[src/rtl/imem_boot_if.sv]
// Loader, fetch and instruction-RAM signals shared by imem_boot_ctrl and its surroundings.
// master = controller side, slave = loader/fetch/RAM side.
interface imem_boot_if #(
    parameter int WIDTH = 32,
    parameter int AW    = 6
);
    logic             ld_start;
    logic             ld_valid;
    logic [WIDTH-1:0] ld_data;
    logic             ld_last;
    logic             ld_ready;
    logic [31:0]      pc;
    logic [WIDTH-1:0] instr;
    logic             fetch_fault;
    logic             cpu_rst;
    logic             load_done;
    logic             err_full;
    logic [AW:0]      word_count;
    logic             mem_we;
    logic [AW-1:0]    mem_addr;
    logic [WIDTH-1:0] mem_wd;
    logic [WIDTH-1:0] mem_rd;

    modport master (
        input  ld_start, ld_valid, ld_data, ld_last, pc, mem_rd,
        output ld_ready, instr, fetch_fault, cpu_rst, load_done, err_full,
               word_count, mem_we, mem_addr, mem_wd
    );

    modport slave (
        output ld_start, ld_valid, ld_data, ld_last, pc, mem_rd,
        input  ld_ready, instr, fetch_fault, cpu_rst, load_done, err_full,
               word_count, mem_we, mem_addr, mem_wd
    );
endinterface

[src/rtl/imem_boot_ctrl.sv]
// Instruction-memory boot/arbiter: loads a program word per handshake, zero-fills the rest, then serves fetch.
// Fetch is combinational (zero latency); loader is accepted every LOAD cycle, never in CLEAR/RUN.
module imem_boot_ctrl #(
    parameter int DEPTH = 64,
    parameter int AW    = 6,
    parameter int WIDTH = 32
) (
    input  logic        clk,
    input  logic        reset_n,
    imem_boot_if.master bus
);
    localparam logic [1:0] S_IDLE  = 2'd0;
    localparam logic [1:0] S_LOAD  = 2'd1;
    localparam logic [1:0] S_CLEAR = 2'd2;
    localparam logic [1:0] S_RUN   = 2'd3;

    localparam logic [AW:0]   LAST_IDX = (AW+1)'(DEPTH - 1);
    localparam logic [AW:0]   WC_ONE   = (AW+1)'(1);
    localparam logic [AW-1:0] PTR_ONE  = AW'(1);

    logic [1:0]       state_q, state_d;
    logic [AW:0]      word_count_q, word_count_d;
    logic [AW-1:0]    fill_q, fill_d;
    logic             err_full_q, err_full_d;

    logic             ld_ready, cpu_rst, load_done, fetch_fault, mem_we;
    logic [AW-1:0]    mem_addr;
    logic [WIDTH-1:0] mem_wd, instr;
    logic             pc_fault;

    assign pc_fault = (bus.pc[1:0] != 2'b00) || (bus.pc[31:AW+2] != '0);

    always_comb begin
        state_d      = state_q;
        word_count_d = word_count_q;
        fill_d       = fill_q;
        err_full_d   = err_full_q;
        ld_ready     = 1'b0;
        cpu_rst      = 1'b1;
        load_done    = 1'b0;
        fetch_fault  = 1'b0;
        mem_we       = 1'b0;
        mem_addr     = '0;
        mem_wd       = '0;
        instr        = '0;

        case (state_q)
            S_IDLE: state_d = S_LOAD;
            S_LOAD: begin
                ld_ready = 1'b1;
                mem_addr = word_count_q[AW-1:0];
                if (bus.ld_valid) begin
                    mem_we       = 1'b1;
                    mem_wd       = bus.ld_data;
                    word_count_d = word_count_q + WC_ONE;
                    // The DEPTH-th word leaves nothing to clear, with or without ld_last.
                    if (word_count_q == LAST_IDX) begin
                        state_d    = S_RUN;
                        err_full_d = err_full_q | ~bus.ld_last;
                    end else if (bus.ld_last) begin
                        state_d = S_CLEAR;
                        fill_d  = word_count_q[AW-1:0] + PTR_ONE;
                    end
                end
            end
            S_CLEAR: begin
                mem_we   = 1'b1;
                mem_addr = fill_q;
                fill_d   = fill_q + PTR_ONE;
                if (fill_q == {AW{1'b1}}) begin
                    state_d = S_RUN;
                end
            end
            S_RUN: begin
                cpu_rst     = 1'b0;
                load_done   = 1'b1;
                mem_addr    = bus.pc[AW+1:2];
                fetch_fault = pc_fault;
                instr       = pc_fault ? '0 : bus.mem_rd;
                if (bus.ld_start) begin
                    state_d      = S_LOAD;
                    word_count_d = '0;
                    err_full_d   = 1'b0;
                end
            end
            default: state_d = S_IDLE;
        endcase
    end

    always_ff @(posedge clk or negedge reset_n) begin
        if (!reset_n) begin
            state_q      <= S_IDLE;
            word_count_q <= '0;
            fill_q       <= '0;
            err_full_q   <= 1'b0;
        end else begin
            state_q      <= state_d;
            word_count_q <= word_count_d;
            fill_q       <= fill_d;
            err_full_q   <= err_full_d;
        end
    end

    assign bus.ld_ready    = ld_ready;
    assign bus.cpu_rst     = cpu_rst;
    assign bus.load_done   = load_done;
    assign bus.fetch_fault = fetch_fault;
    assign bus.instr       = instr;
    assign bus.err_full    = err_full_q;
    assign bus.word_count  = word_count_q;
    assign bus.mem_we      = mem_we;
    assign bus.mem_addr    = mem_addr;
    assign bus.mem_wd      = mem_wd;
endmodule

[src/flat_wrapper.sv]
// flat-port wrapper written by rule: the top's interface ports become plain ports
module imem_boot_ctrl_flat 
#(
    parameter int DEPTH = 64,
    parameter int AW    = 6,
    parameter int WIDTH = 32
)
  (clk, reset_n, bus_ld_start, bus_ld_valid, bus_ld_data, bus_ld_last, bus_pc, bus_mem_rd, bus_ld_ready, bus_instr, bus_fetch_fault, bus_cpu_rst, bus_load_done, bus_err_full, bus_word_count, bus_mem_we, bus_mem_addr, bus_mem_wd);
  imem_boot_if #(.WIDTH(WIDTH), .AW(AW)) bus_i ();
  input  logic clk;
  input  logic reset_n;
  input wire logic [$bits(bus_i.ld_start)-1:0] bus_ld_start;
  input wire logic [$bits(bus_i.ld_valid)-1:0] bus_ld_valid;
  input wire logic [$bits(bus_i.ld_data)-1:0] bus_ld_data;
  input wire logic [$bits(bus_i.ld_last)-1:0] bus_ld_last;
  input wire logic [$bits(bus_i.pc)-1:0] bus_pc;
  input wire logic [$bits(bus_i.mem_rd)-1:0] bus_mem_rd;
  output wire logic [$bits(bus_i.ld_ready)-1:0] bus_ld_ready;
  output wire logic [$bits(bus_i.instr)-1:0] bus_instr;
  output wire logic [$bits(bus_i.fetch_fault)-1:0] bus_fetch_fault;
  output wire logic [$bits(bus_i.cpu_rst)-1:0] bus_cpu_rst;
  output wire logic [$bits(bus_i.load_done)-1:0] bus_load_done;
  output wire logic [$bits(bus_i.err_full)-1:0] bus_err_full;
  output wire logic [$bits(bus_i.word_count)-1:0] bus_word_count;
  output wire logic [$bits(bus_i.mem_we)-1:0] bus_mem_we;
  output wire logic [$bits(bus_i.mem_addr)-1:0] bus_mem_addr;
  output wire logic [$bits(bus_i.mem_wd)-1:0] bus_mem_wd;
  assign bus_i.ld_start = bus_ld_start;
  assign bus_i.ld_valid = bus_ld_valid;
  assign bus_i.ld_data = bus_ld_data;
  assign bus_i.ld_last = bus_ld_last;
  assign bus_i.pc = bus_pc;
  assign bus_i.mem_rd = bus_mem_rd;
  assign bus_ld_ready = bus_i.ld_ready;
  assign bus_instr = bus_i.instr;
  assign bus_fetch_fault = bus_i.fetch_fault;
  assign bus_cpu_rst = bus_i.cpu_rst;
  assign bus_load_done = bus_i.load_done;
  assign bus_err_full = bus_i.err_full;
  assign bus_word_count = bus_i.word_count;
  assign bus_mem_we = bus_i.mem_we;
  assign bus_mem_addr = bus_i.mem_addr;
  assign bus_mem_wd = bus_i.mem_wd;
  imem_boot_ctrl #(.DEPTH(DEPTH), .AW(AW), .WIDTH(WIDTH)) u_core (.clk(clk), .reset_n(reset_n), .bus(bus_i));
endmodule
[config.mk]
export PLATFORM = sky130hd
export DESIGN_NAME = imem_boot_ctrl_flat
export DESIGN_NICKNAME = d
export VERILOG_FILES = /design/src/rtl/imem_boot_if.sv /design/src/rtl/imem_boot_ctrl.sv /design/src/flat_wrapper.sv
export SDC_FILE = /design/constraint.sdc
export NUM_CORES = 1
export LEC_CHECK = 0
export CELL_PAD_IN_SITES_DETAIL_PLACEMENT = 1
export CELL_PAD_IN_SITES_GLOBAL_PLACEMENT = 2
export CORE_ASPECT_RATIO = 1.5
export CORE_MARGIN = 3
export CORE_UTILIZATION = 15
export DETAILED_ROUTE_END_ITERATION = 10
export GPL_ROUTABILITY_DRIVEN = 0
export PLACE_DENSITY_LB_ADDON = 0.1
export REMOVE_ABC_BUFFERS = 1
export SLEW_MARGIN = 40
export SYNTH_ARGS = -nofsm -noshare
export SYNTH_HDL_FRONTEND = slang
export SYNTH_SLANG_ARGS = --single-unit
[constraint.sdc]
create_clock -name clk -period 6.78 [get_ports clk]
set_input_delay 1.356 -clock clk [delete_from_list [all_inputs] [get_ports clk]]
set_output_delay 1.356 -clock clk [all_outputs]
set_load 0.01 [all_outputs]
==> results.toml <==
[setup_path]
crit_fanout = 32
cp-end-kind = "output pin"
worstSetupStartpoint = "bus_pc[8]"
start_kind = "input port"
rr_startpoint = "u_core.state_q[0]$_DFFE_PN0P_"
r2r_slack_ps = 4390
worstSetupEndpoint = "bus_instr[17]"
arrival_ps = 3470
critPathRequiredTime_ps = 5420
r2r_cells = 7
rr_endpoint = "u_core.fill_q[4]$_DFFE_PN0P_"
crit_type = "in2out"

[floorplan]
ios = 184
initial_core_util = 0.154
die_h_um = 142
core_area_um2 = 12000
rows = 49
fp.dieArea_um2 = 13700
die_w_um = 96.6

[layout]
num_antenna_cells = 0
mostFrequentLayoutCell = "clkdlybuf4s50_1"
syn_to_final_growth_pct = 109
drive_above_1_share = 0.101
layout.nets = 515
final_cell_mix = "clkdlybuf4s50_1, and3_1, and2_2"

[routing]
drc_errors = 0
vias = 2515
viasPerCell = 4.49
wire_per_inst_um = 19.9
drtIter0Drc = 74
wl_um = 11200
dr.pass1.iters = 4
ant_nets = 0

[clocking]
path_clk_slew_ps = 50
cts-root-buf = "clkbuf_16"
postCtsHoldBufs = 0
htree_levels = 1
cts_setup_buffers = 0
cts.sinks = 16
clockBufferDepth = 2
cts_resized = 0
cts_made_buffers = 3
cts_tree = "yes"
worstSkewPairLatency_ps = 250

[pwr]
power.share.combinational = 0.662
p_total_uw = 1020
switchingPower_uw = 456
p_seq_frac = 0.208
power_density_nw_per_um2 = 264
power.internal_uw = 564
peakVddDrop_mv = 0.182
clockPowerShare = 0.130
sw_frac_of_total = 0.447
power.leakage_uw = 0.00154

[job]
maxCapViolCount = 0

[grt]
antenna_found_initial = 0
grt_max_degree = 50
grt_pass1_vias = 2516
grtUsageTotal = 0.150
overflow = 0
grt_pass1_wl_um = 15500

[timing]
max_freq_mhz = 207
hold_viol = 0
relSlewSlack = 0.563
finalCritPeriodShare = 0.712
tns_ps = 0
fin_crit_ps = 4830
rsz0062_at_grt = "no"
finalMaxSlewViolations = 0
setup_ws_ps = 1950
worst_slew_pin_slew_ps = 656
clock_skew_ps = 2.92
finalSetupViolations = 0

[synthesis]
synth_warnings = 0
yosysSeqAreaShare = 0.217
ys_ff_latch = 16
syn_avg_cell_area_um2 = 7.69
yosysUniqueCellTypes = 51
synth-main-ff-cell = "dfrtp_1"
synth_edf_count = 0
synth_area_um2 = 1850
syn_inst = 240
synthArstFlopShare = 1.00

[placed_design]
pre_cts_ws_ps = 1930
portBuffers = 183
dp_hpwl_um = 9200

[worst_hold_path]
hp-class = "reg2reg"

[run_status]
status = "finished, final reports clean"
-- state kept, by name, indices dropped and copies added (netlist names) --
signal                 cells
u_core.bus.err_full        1
u_core.bus.word_count      7
u_core.fill_q              6
u_core.state_q             2
-- critical path: stages --
cell and delay, ps:
clkdlybuf4s50_1 410, nor4_1 290, nand4_1 190, nor3_2 180
buf_4 290, and2_2 180, clkdlybuf4s50_1 560
-- worst min-delay path by stage --
stage | to | from | cells past startpoint
6_report | u_core.bus.err_full$_DFFE_PN0P_ | u_core.bus.err_full$_DFFE_PN0P_ | 2
5_1_grt | u_core.state_q[1]$_DFFE_PN0P_ | u_core.state_q[1]$_DFFE_PN0P_ | 1
4_1_cts | u_core.bus.err_full$_DFFE_PN0P_ | u_core.bus.err_full$_DFFE_PN0P_ | 2
3_5_place_dp | u_core.bus.err_full$_DFFE_PN0P_ | u_core.bus.err_full$_DFFE_PN0P_ | 2
3_3_place_gp | u_core.state_q[1]$_DFFE_PN0P_ | u_core.state_q[1]$_DFFE_PN0P_ | 1
2_1_floorplan | u_core.state_q[1]$_DFFE_PN0P_ | u_core.state_q[1]$_DFFE_PN0P_ | 1
-- synthesized netlist by cell type (3+ instances only) --
master	number	area, µm²
nor2_1	14	52.6
a22o_1	3	26.3
o21ai_0	11	55.1
mux2i_1	5	50.1
nor4_1	9	56.3
inv_1	8	30.0
clkbuf_1	9	33.8
nor3_1	9	45.0
buf_4	3	22.5
ha_1	6	75.1
and3_1	32	200
and2_1	8	50.1
clkbuf_2	4	20.0
nand2_1	13	48.8
a222oi_1	6	60.1
nand3_1	8	40.0
and2_2	25	188
dfrtp_1	16	400
nand4_1	4	25.0
buf_2	5	25.0
a21oi_1	3	15.0
-- power by group through the flow --
stage	Clock (µW)	Combinational [µW]	Sequential, µW
finish	132	675	213
global route	139	750	222
CTS	136	694	214
detailed placement	0	690	216
global placement	0	690	215
floorplan	0	339	191
-- through the flow --
step / utilization / hold slack [ps] / cell area, µm² / instances
after floorplan: - / 517 / 1740 / 218
after global placement: 0.314 / 552 / 3780 / 556
after detailed placement: 0.314 / 564 / 3770 / 556
after CTS: 0.321 / 579 / 3860 / 560
after global routing: 0.321 / 605 / 3860 / 560
final: 0.321 / 565 / 3860 / 560
-- kinds of logic after synthesis --
logic type / Yosys count / synth area share
buf+inv: 30 / 0.0732
fa+ha+maj: 6 / 0.0407
flops: 16 / 0.217
compound gates: 43 / 0.178
simple gates: 135 / 0.437
mux: 8 / 0.0454
xor+xnor: 2 / 0.00949
-- layout make-up --
class,instances,area [µm²]
flip-flops and latches,16,400
repair buffers,185,1840
multi-input cells,194,1310
inverters,8,30.0
well taps,153,191
fillers,1431,8160
clock buffers,4,88.8
-- routing by layer --
layer  wire length, µm  share of wire  up-vias  global-route usage
met5                 0              0        -                   0
met4               151          0.014        0              0.0333
met3               996          0.089        8              0.0361
met2              6040           0.54      103               0.288
met1              3970           0.36     1193               0.160
li1                  -              -     1211                   -
No activity file was read; power rests on OpenSTA's default activity.
